## src/rtl/image_loader.sv

```systemverilog
// Write-side feeder for the image memory: unpacks two pixels from each accepted
// stream word and writes them to consecutive addresses, then flags completion.
module image_loader #(
    parameter int numPixels       = 784,
    parameter int addressWidthImg = 10,
    parameter int dataWidthImg    = 16,
    parameter int busWidth        = 32
) (
    input  logic                       clk,
    input  logic                       rst_n,
    input  logic                       start,
    input  logic                       abort,
    input  logic                       s_valid,
    input  logic [busWidth-1:0]        s_data,
    output logic                       s_ready,
    output logic                       wen,
    output logic [addressWidthImg-1:0] wadd,
    output logic [dataWidthImg-1:0]    wdata,
    output logic                       busy,
    output logic                       done,
    output logic [addressWidthImg:0]   pix_count
);

    typedef enum logic [2:0] {
        IDLE,
        RECV,
        WR_LO,
        WR_HI,
        DONE
    } state_t;

    localparam logic [addressWidthImg:0] NUM_PIX = (addressWidthImg + 1)'(numPixels);

    state_t                   state;
    logic [dataWidthImg-1:0]  word_hi;
    logic [addressWidthImg:0] pix_inc;
    logic                     last_pix;

    // The low half goes straight to wdata at the accept edge, so only the
    // high half needs to be held for the WR_HI cycle.
    assign pix_inc  = pix_count + 1'b1;
    assign last_pix = (pix_inc == NUM_PIX);
    assign s_ready  = (state == RECV);

    always_ff @(posedge clk or negedge rst_n) begin
        if (!rst_n) begin
            state     <= IDLE;
            word_hi   <= '0;
            wen       <= 1'b0;
            wadd      <= '0;
            wdata     <= '0;
            busy      <= 1'b0;
            done      <= 1'b0;
            pix_count <= '0;
        end else begin
            case (state)
                IDLE: begin
                    if (start) begin
                        state     <= RECV;
                        busy      <= 1'b1;
                        done      <= 1'b0;
                        pix_count <= '0;
                    end
                end

                RECV: begin
                    if (abort) begin
                        state     <= IDLE;
                        wen       <= 1'b0;
                        busy      <= 1'b0;
                        done      <= 1'b0;
                        pix_count <= '0;
                    end else if (s_valid) begin
                        state   <= WR_LO;
                        word_hi <= s_data[busWidth-1:dataWidthImg];
                        wen     <= 1'b1;
                        wadd    <= pix_count[addressWidthImg-1:0];
                        wdata   <= s_data[dataWidthImg-1:0];
                    end
                end

                WR_LO: begin
                    if (abort) begin
                        state     <= IDLE;
                        wen       <= 1'b0;
                        busy      <= 1'b0;
                        done      <= 1'b0;
                        pix_count <= '0;
                    end else begin
                        pix_count <= pix_inc;
                        if (last_pix) begin
                            // Odd image size: the high half of the final word is dropped.
                            state <= DONE;
                            wen   <= 1'b0;
                            busy  <= 1'b0;
                            done  <= 1'b1;
                        end else begin
                            state <= WR_HI;
                            wen   <= 1'b1;
                            wadd  <= pix_inc[addressWidthImg-1:0];
                            wdata <= word_hi;
                        end
                    end
                end

                WR_HI: begin
                    if (abort) begin
                        state     <= IDLE;
                        wen       <= 1'b0;
                        busy      <= 1'b0;
                        done      <= 1'b0;
                        pix_count <= '0;
                    end else begin
                        pix_count <= pix_inc;
                        wen       <= 1'b0;
                        if (last_pix) begin
                            state <= DONE;
                            busy  <= 1'b0;
                            done  <= 1'b1;
                        end else begin
                            state <= RECV;
                        end
                    end
                end

                DONE: begin
                    if (start) begin
                        state     <= RECV;
                        busy      <= 1'b1;
                        done      <= 1'b0;
                        pix_count <= '0;
                    end
                end

                default: begin
                    state <= IDLE;
                    wen   <= 1'b0;
                    busy  <= 1'b0;
                end
            endcase
        end
    end

endmodule

```

## config.mk

```make
export PLATFORM = sky130hd
export DESIGN_NAME = image_loader
export DESIGN_NICKNAME = d
export VERILOG_FILES = /design/src/rtl/image_loader.sv
export SDC_FILE = /design/constraint.sdc
export NUM_CORES = 1
export LEC_CHECK = 0
export CAP_MARGIN = 20
export CORE_MARGIN = 2
export CORE_UTILIZATION = 25
export DETAILED_ROUTE_END_ITERATION = 8
export SYNTH_ARGS = -nofsm -noshare
export SYNTH_HDL_FRONTEND = slang
export SYNTH_SLANG_ARGS = --single-unit
```

## constraint.sdc

```tcl
create_clock -name clk -period 2.4 [get_ports clk]
set_input_delay 0.24 -clock clk [delete_from_list [all_inputs] [get_ports clk]]
set_output_delay 0.24 -clock clk [all_outputs]
set_load 0.1 [all_outputs]
```

==> results of run 1 <==
-- cell families after synthesis --
logic type	synth area share [%]
AOI/OAI and AO/OA	7.84
xor gates and xnor gates	2.66
adders and majority gates	0.422
buffers and inverters	3.08
DFF	49.7
muxes	25.5
and+or+nand+nor	10.8
-- where the power goes --
part	internal, µW	leakage, µW	total, µW	switching, µW
registers	1340	0.000732	1580	241
clock network	798	0.000141	1260	458
logic	1010	0.000939	3010	2000
total	3150	0.00181	5850	2700
-- area by class of cell --
cell class / count / area [µm²] / share of cell area (%)
Timing Repair Buffer: 86 / 771 / 18.5
Clock inverter: 7 / 68.8 / 1.65
Sequential cell: 59 / 1500 / 35.9
Tap cell: 143 / 179 / 4.29
Multi-Input combinational cell: 163 / 1420 / 34.1
Clock buffer: 9 / 225 / 5.40
Inverter: 1 / 3.75 / 0.0900
-- sequential cells by signal, summed over array words and instances (netlist names) --
register / cells
done: 1
busy: 1
pix_count: 11
state: 3
wdata: 16
word_hi: 16
wen: 1
wadd: 10
-- Yosys cell counts, drive strengths merged, types with 2 or more instances --
master | count | area share (%)
mux2i | 2 | 0.67
nand3 | 7 | 1.6
nand4 | 6 | 1.8
o31ai | 2 | 0.51
mux2 | 59 | 25
clkbuf | 11 | 1.4
a31oi | 2 | 0.42
a21oi | 6 | 1.0
dfrtp | 59 | 50
xnor2 | 8 | 2.4
and3 | 2 | 0.42
o41ai | 2 | 0.59
nand2b | 4 | 0.84
nand2 | 11 | 1.4
a211oi | 2 | 0.51
nor2 | 13 | 1.6
and2 | 2 | 0.42
buf | 3 | 1.5
nor3b | 2 | 0.67
nor3 | 2 | 0.34
o21ai | 16 | 2.7
-- worst max-delay path, delay by kind of cell (launching register included) --
family,cells,cell delay [ns]
simple gates,3,0.61
compound gates,1,0.35
flops,1,0.46
mux,1,0.31
fa+ha+maj,1,0.17
buf+inv,1,0.17
-- metrics by stage --
step	std cells	power, µW	hold WS [ns]	instance area [µm²]	utilization [%]
after global routing	468	6120	0.518	4170	36.2
after global placement	451	4580	0.285	3870	33.6
after floorplan	237	3960	-0.0556	3010	-
after CTS	468	5920	0.499	4170	36.2
final	468	5850	0.474	4170	36.2
after detailed placement	451	4630	0.293	3870	33.6
-- final timing paths --
check / start / endpoint / slack [ns] / cells past startpoint
hold reg to reg: done / done / 0.49 / 1
min in group clk: done / done / 0.49 / 1
setup reg to reg: pix_count[0] / wdata[15] / 0.18 / 7
setup / recovery: pix_count[0] / wdata[15] / 0.18 / 7
hold / removal: rst_n / pix_count[6] / 0.47 / 2
max in group asynchronous: rst_n / pix_count[2] / 1.32 / 3
-- layer usage --
| metal | vias up | track usage, % | share of wire (%) |
|---|---|---|---|
| met1 | 1060 | 16.4 | 46 |
| met3 | 13 | 2.95 | 5.6 |
| li1 | 1040 | - | - |
| met5 | - | 0 | 0 |
| met4 | 0 | 3.98 | 2.1 |
| met2 | 69 | 19.4 | 47 |
==> impl_metrics.json, run 1 <==
{
  "ys.flop_type": "dfrtp_1",
  "rsz0062_at_grt": "false",
  "data_arrival_time_of_the_worst_path_ns": 2.42,
  "vias": 2182,
  "grt_first_pass_wirelength_mm": 12.3,
  "boundaryPins": 78,
  "floorplan.initialDensity_pct": 25.8,
  "clock_tree.htree_level_count": 3,
  "grt_start_max_net_pins": 35,
  "count_of_port_buffers_added_during_placement": 77,
  "post_cts.resized_instances": 0,
  "synth_enable_flop_cells": 0,
  "static-leakage-power_uw": 0.00181,
  "routed_via_density": 4.66,
  "post-dp-hpwl_mm": 5.18,
  "dpl_worst_slack_ns": 0.194,
  "route.final.wire_length_mm": 7.33,
  "ys_types": 44,
  "die-width_um": 113,
  "grt_use_total_pct": 12.2,
  "ys_ff_latch": 59,
  "post-route-drc-count": 5,
  "place_congestion": 0.810,
  "synth_seq_area_share_pct": 49.7,
  "max-vdd-ir-drop_uv": 1210,
  "setup_viol": 0,
  "post-cts-setup-buffers": 0,
  "layout.nets": 358,
  "layout.cells.most_common_list": "49 x dfrtp_1, 46 x buf_4, 40 x mux2_2",
  "power-per-cell-area_nw_per_um2": 1400,
  "timing_worst_slew_pin_value_ns": 0.603,
  "antenna_left": 0,
  "final-max-slew-violation-count": 0,
  "cts_tree": "done",
  "wl_per_cell_um": 15.7,
  "hold_buf_count_cts": 1,
  "post-route-period-util_pct": 92.3,
  "first_global_vias": 2291,
  "synth.yosys.warnings": 0,
  "max_freq_mhz": 451,
  "timing.critical_path.slowest_cell_delay_ns": 0.46,
  "floorplan.die.height_um": 113,
  "report.final.hold_viol_count": 0,
  "dr.pass1.iters": 6,
  "worstPathRequired_ns": 2.61,
  "critical_path_peak_fanout": 14,
  "gr-total-overflow": 0,
  "timing_worst_setup_path_type": "flop to flop",
  "num_antenna_cells": 0,
  "core_area_um2": 11500,
  "critical_path.startpoint_type": "flop",
  "longest_clk_path_bufs": 2,
  "cts.clk_slew.worst_paths_ns": 0.06,
  "layout-drive-gt1-share_pct": 43.4,
  "worst_min_delay_path_class": "input port to async pin",
  "clock_root_cell": "clkbuf_16",
  "crit_slowest_cell": "dfrtp_4",
  "layout.cells.most_common": "dfrtp_1",
  "initial_detailed_routing_violation_count": 158,
  "cts_num_sinks": 59,
  "failed_checks": "design-rule violations",
  "async_flop_share_pct": 100,
  "clock_period_minus_worst_slack_ns": 2.22,
  "maxCapViolCount": 0,
  "clock_latency_ns": 0.32,
  "setup_total_negative_slack_ns": 0,
  "post_synth.cell_area_avg_um2": 12.5,
  "worst_setup_path_end_kind": "flop",
  "numCtsBuffers": 9,
  "synthCells": 237,
  "grt_antenna_before_repair": 0,
  "clock-skew-final_ns": 0.00418,
  "synthesized_net_count": 275,
  "synthToLayoutAreaGrowth_pct": 40.5,
  "status": "complete, but fails checks",
  "fillers": 1138,
  "setup_slack_ns": 0.185,
  "placementRows": 39,
  "synthesis.area_um2": 2970,
  "die_area_um2": 12800,
  "path_cells": "ha_4, nand4_1, or3_1, a311o_1, nand3_4, buf_12, mux2_4",
  "slew-limit-headroom_pct": 59.8
}
No activity file was read; power rests on OpenSTA's default activity.
==> run 2, diff against run 1 <==
Settings changed: ABC_AREA set to 1.
Clock period 2.4 ns to 2 ns, I/O delays scaled along.
==> run 2 against run 1 <==
Net effect: the run now ends clean; critical path depth increased by 6; synthesized cell count increased by 69%; design area increased by 7.8%; clock skew increased by 0.0032 ns; combinational power increased by 5%; non-clock buffer count increased by 9; flip-flop and latch count unchanged; fmax increased by 16%; global-route usage increased by 1.6 points; first-iteration DRC count increased by 18%; synthesized area increased by 1.5%; critical endpoint is now wdata[12]; largest cell class is now multi-input gates.
==> impl_metrics.json, run 2 <==
{
  "initial_detailed_routing_violation_count": 186,
  "ys.flop_type": "dfrtp_1",
  "synthesized_net_count": 438,
  "critical_path_peak_fanout": 7,
  "cts.clk_slew.worst_paths_ns": 0.06,
  "floorplan.initialDensity_pct": 25.4,
  "dpl-instance-area_um2": 3920,
  "timing_worst_setup_path_type": "flop to flop",
  "cts_tree": "done",
  "boundaryPins": 78,
  "synthesis.area_um2": 3010,
  "floorplan.die.height_um": 114,
  "place_congestion": 0.868,
  "layout.cells.most_common": "nand2_1",
  "worst_setup_path_end_kind": "flop",
  "rrSetupSlack_ns": 0.09,
  "grt_start_max_net_pins": 36,
  "placed_cells_incl_taps": 616,
  "placementRows": 40,
  "ys_ff_latch": 59,
  "synth.top_cells.by_area": "dfrtp_1 49%, nand2_1 22%, nand3_1 6.3%",
  "grt_first_pass_wirelength_mm": 14.0,
  "timing.critical_path.slowest_cell_delay_ns": 0.50,
  "max-vdd-ir-drop_uv": 563,
  "post-dp-hpwl_mm": 6.17,
  "post_route_hold_slack_ns": 0.411,
  "netlist.area_leader.share_pct": 49.0,
  "final-max-slew-violation-count": 0,
  "final_design_area_no_fill_um2": 4490,
  "fillers": 1200,
  "reg_top3": "wdata (16), word_hi (16), pix_count (11)",
  "power_frac_comb_pct": 48.0,
  "async_flop_share_pct": 100,
  "critical_path.reg2reg.endpoint": "wdata[12]",
  "longest_clk_path_bufs": 2,
  "clock_latency_ns": 0.33,
  "post-route-period-util_pct": 95.3,
  "gr-total-overflow": 0,
  "core_area_um2": 11900,
  "vias": 2923,
  "first_global_vias": 2849,
  "count_of_port_buffers_added_during_placement": 77,
  "crit_path_frequent_cell": "nand2_2",
  "post-route-drc-count": 0,
  "route.final.wire_length_mm": 8.99,
  "static-leakage-power_uw": 0.00223,
  "synth_enable_flop_cells": 0,
  "clock_period_minus_worst_slack_ns": 1.91,
  "clock_root_cell": "clkbuf_16",
  "pwr-share-seq_pct": 27.9,
  "grt_antenna_before_repair": 0,
  "report.final.hold_viol_count": 0,
  "die-width_um": 114,
  "clockPowerShare_pct": 24.1,
  "worst_min_delay_path_class": "input port to flop",
  "rsz0062_at_grt": "false",
  "ys_types": 27,
  "max_freq_mhz": 525,
  "post_synth.cell_area_avg_um2": 7.53,
  "final-instance-count-excl-fill": 646,
  "wl_per_cell_um": 13.9,
  "ys_top_cells_by_count": "177 x nand2_1, 59 x dfrtp_1, 38 x nand3_1",
  "launching_instance_or_port_of_the_critical_path": "pix_count[0]",
  "layout.cells.most_common_list": "162 x nand2_1, 53 x buf_4, 49 x dfrtp_1",
  "layout.nets": 532,
  "critical_path.startpoint_type": "flop",
  "synthCells": 400,
  "status": "completed",
  "synth_most_common_cell": "nand2_1",
  "r2r-start": "pix_count[0]",
  "synthToLayoutAreaGrowth_pct": 49.2,
  "numCtsBuffers": 9,
  "power-per-cell-area_nw_per_um2": 1460,
  "timing_worst_slew_pin_value_ns": 0.593,
  "final_core_utilization_pct": 37.9,
  "crit_end": "wdata[12]",
  "rr_worst_depth": 13,
  "grt_use_total_pct": 13.8,
  "data_arrival_time_of_the_worst_path_ns": 2.12,
  "die_area_um2": 12900,
  "worstPathRequired_ns": 2.22,
  "switching_power_uw": 3240,
  "slew-limit-headroom_pct": 60.5,
  "antenna_left": 0,
  "crit_slowest_cell": "dfrtp_4",
  "yosys.area.top_type": "dfrtp_1",
  "synth.yosys.warnings": 0,
  "synth_seq_area_share_pct": 49.0,
  "clock-skew-final_ns": 0.00741,
  "p_int_uw": 3310,
  "routed_via_density": 4.52,
  "dr.pass1.iters": 5,
  "cts_num_sinks": 59,
  "maxCapViolCount": 0,
  "layout-drive-gt1-share_pct": 26.7,
  "clock_tree.htree_level_count": 3,
  "path_cells": "ha_4, nand2_4, inv_2, nand2_2, nand2_2, nand2_2, nand2_1, nor2_2, nand3_4, nand2_8, nand2_8, nand2_4, nand2_2",
  "num_antenna_cells": 0,
  "switching_share_pct": 49.4,
  "setup_viol": 0
}
-- run 2: cell types whose count changed after synthesis, moves of 5 or more --
cell,previous run,this run
o22ai_1,1,7
mux2_2,40,0
nand2_1,11,177
inv_1,1,29
a21oi_1,6,0
o21ai_0,16,27
inv_2,0,5
nand3_1,6,38
xnor2_1,8,1
mux2_4,19,0
-- run 2: final cells by class --
class                   instances  area (µm²)  share of cell area (%)
multi-input cells             294        1510                    33.5
flip-flops and latches         59        1500                    33.3
repair buffers                 95         868                    19.3
inverters                      35         131                    2.92
clock inverters                 7        82.6                    1.84
well taps                     147         184                    4.09
clock buffers                   9         225                    5.01
-- run 2: metal layers --
layer | GRT usage [%] | share of wire (%) | vias up
li1 | - | - | 1463
met1 | 18.2 | 45 | 1355
met2 | 21.8 | 47 | 90
met3 | 4.04 | 6.7 | 15
met4 | 4.72 | 1.5 | 0
met5 | 0 | 0 | -
-- run 2: what timing repair did --
| action | 4_1_cts | 5_1_grt |
|---|---|---|
| gates resized for setup | 1 | 30 |
| hold buffers | 1 | 0 |
| setup buffers | 0 | 7 |
| cloned | 0 | 6 |
| pin swaps | 0 | 13 |
| endpoints found under the setup margin | 26 | 28 |
| endpoints found under the hold margin | 24 | 0 |
-- run 2: metrics by stage --
| stage | power [µW] | setup TNS (ns) | setup WS [ns] |
|---|---|---|---|
| after global placement | 4890 | 0 | 0.0289 |
| after detailed placement | 4920 | -0.223 | -0.0227 |
| after global routing | 6910 | 0 | 0.00140 |
| final | 6560 | 0 | 0.0948 |
| after CTS | 6530 | 0 | 0.0171 |
| after floorplan | 4130 | -5.65 | -0.190 |
-- run 2: worst min-delay path by stage --
stage / from / cells after the start / slack [ns] / endpoint
detailed placement: rst_n / 1 / 0.25 / word_hi[0]
floorplan: rst_n / 0 / -0.1 / busy
CTS: s_data[30] / 3 / 0.41 / word_hi[14]
global route: s_data[24] / 3 / 0.42 / word_hi[8]
global placement: rst_n / 1 / 0.24 / word_hi[0]
finish: s_data[30] / 3 / 0.41 / word_hi[14]
-- run 2: cells by family after synthesis --
kind of cell	share of synthesized area, %
and+or+nand+nor	35.8
DFF	49.0
buffers and inverters	7.52
AOI/OAI and AO/OA	6.69
xor gates and xnor gates	0.582
adders and majority gates	0.415
-- run 2: power groups by stage --
stage | sequential, µW | combinational [µW] | clock (µW)
finish | 1830 | 3150 | 1580
global route | 1870 | 3350 | 1690
CTS | 1830 | 3090 | 1620
global placement | 1840 | 3050 | 0
detailed placement | 1850 | 3070 | 0
floorplan | 3320 | 817 | 0
-- run 2: worst max-delay path: cells and delay by family, from the launching register on --
kind | cells | cell delay, ns
simple gates | 11 | 1.05
buf+inv | 1 | 0.04
fa+ha+maj | 1 | 0.19
flops | 1 | 0.50
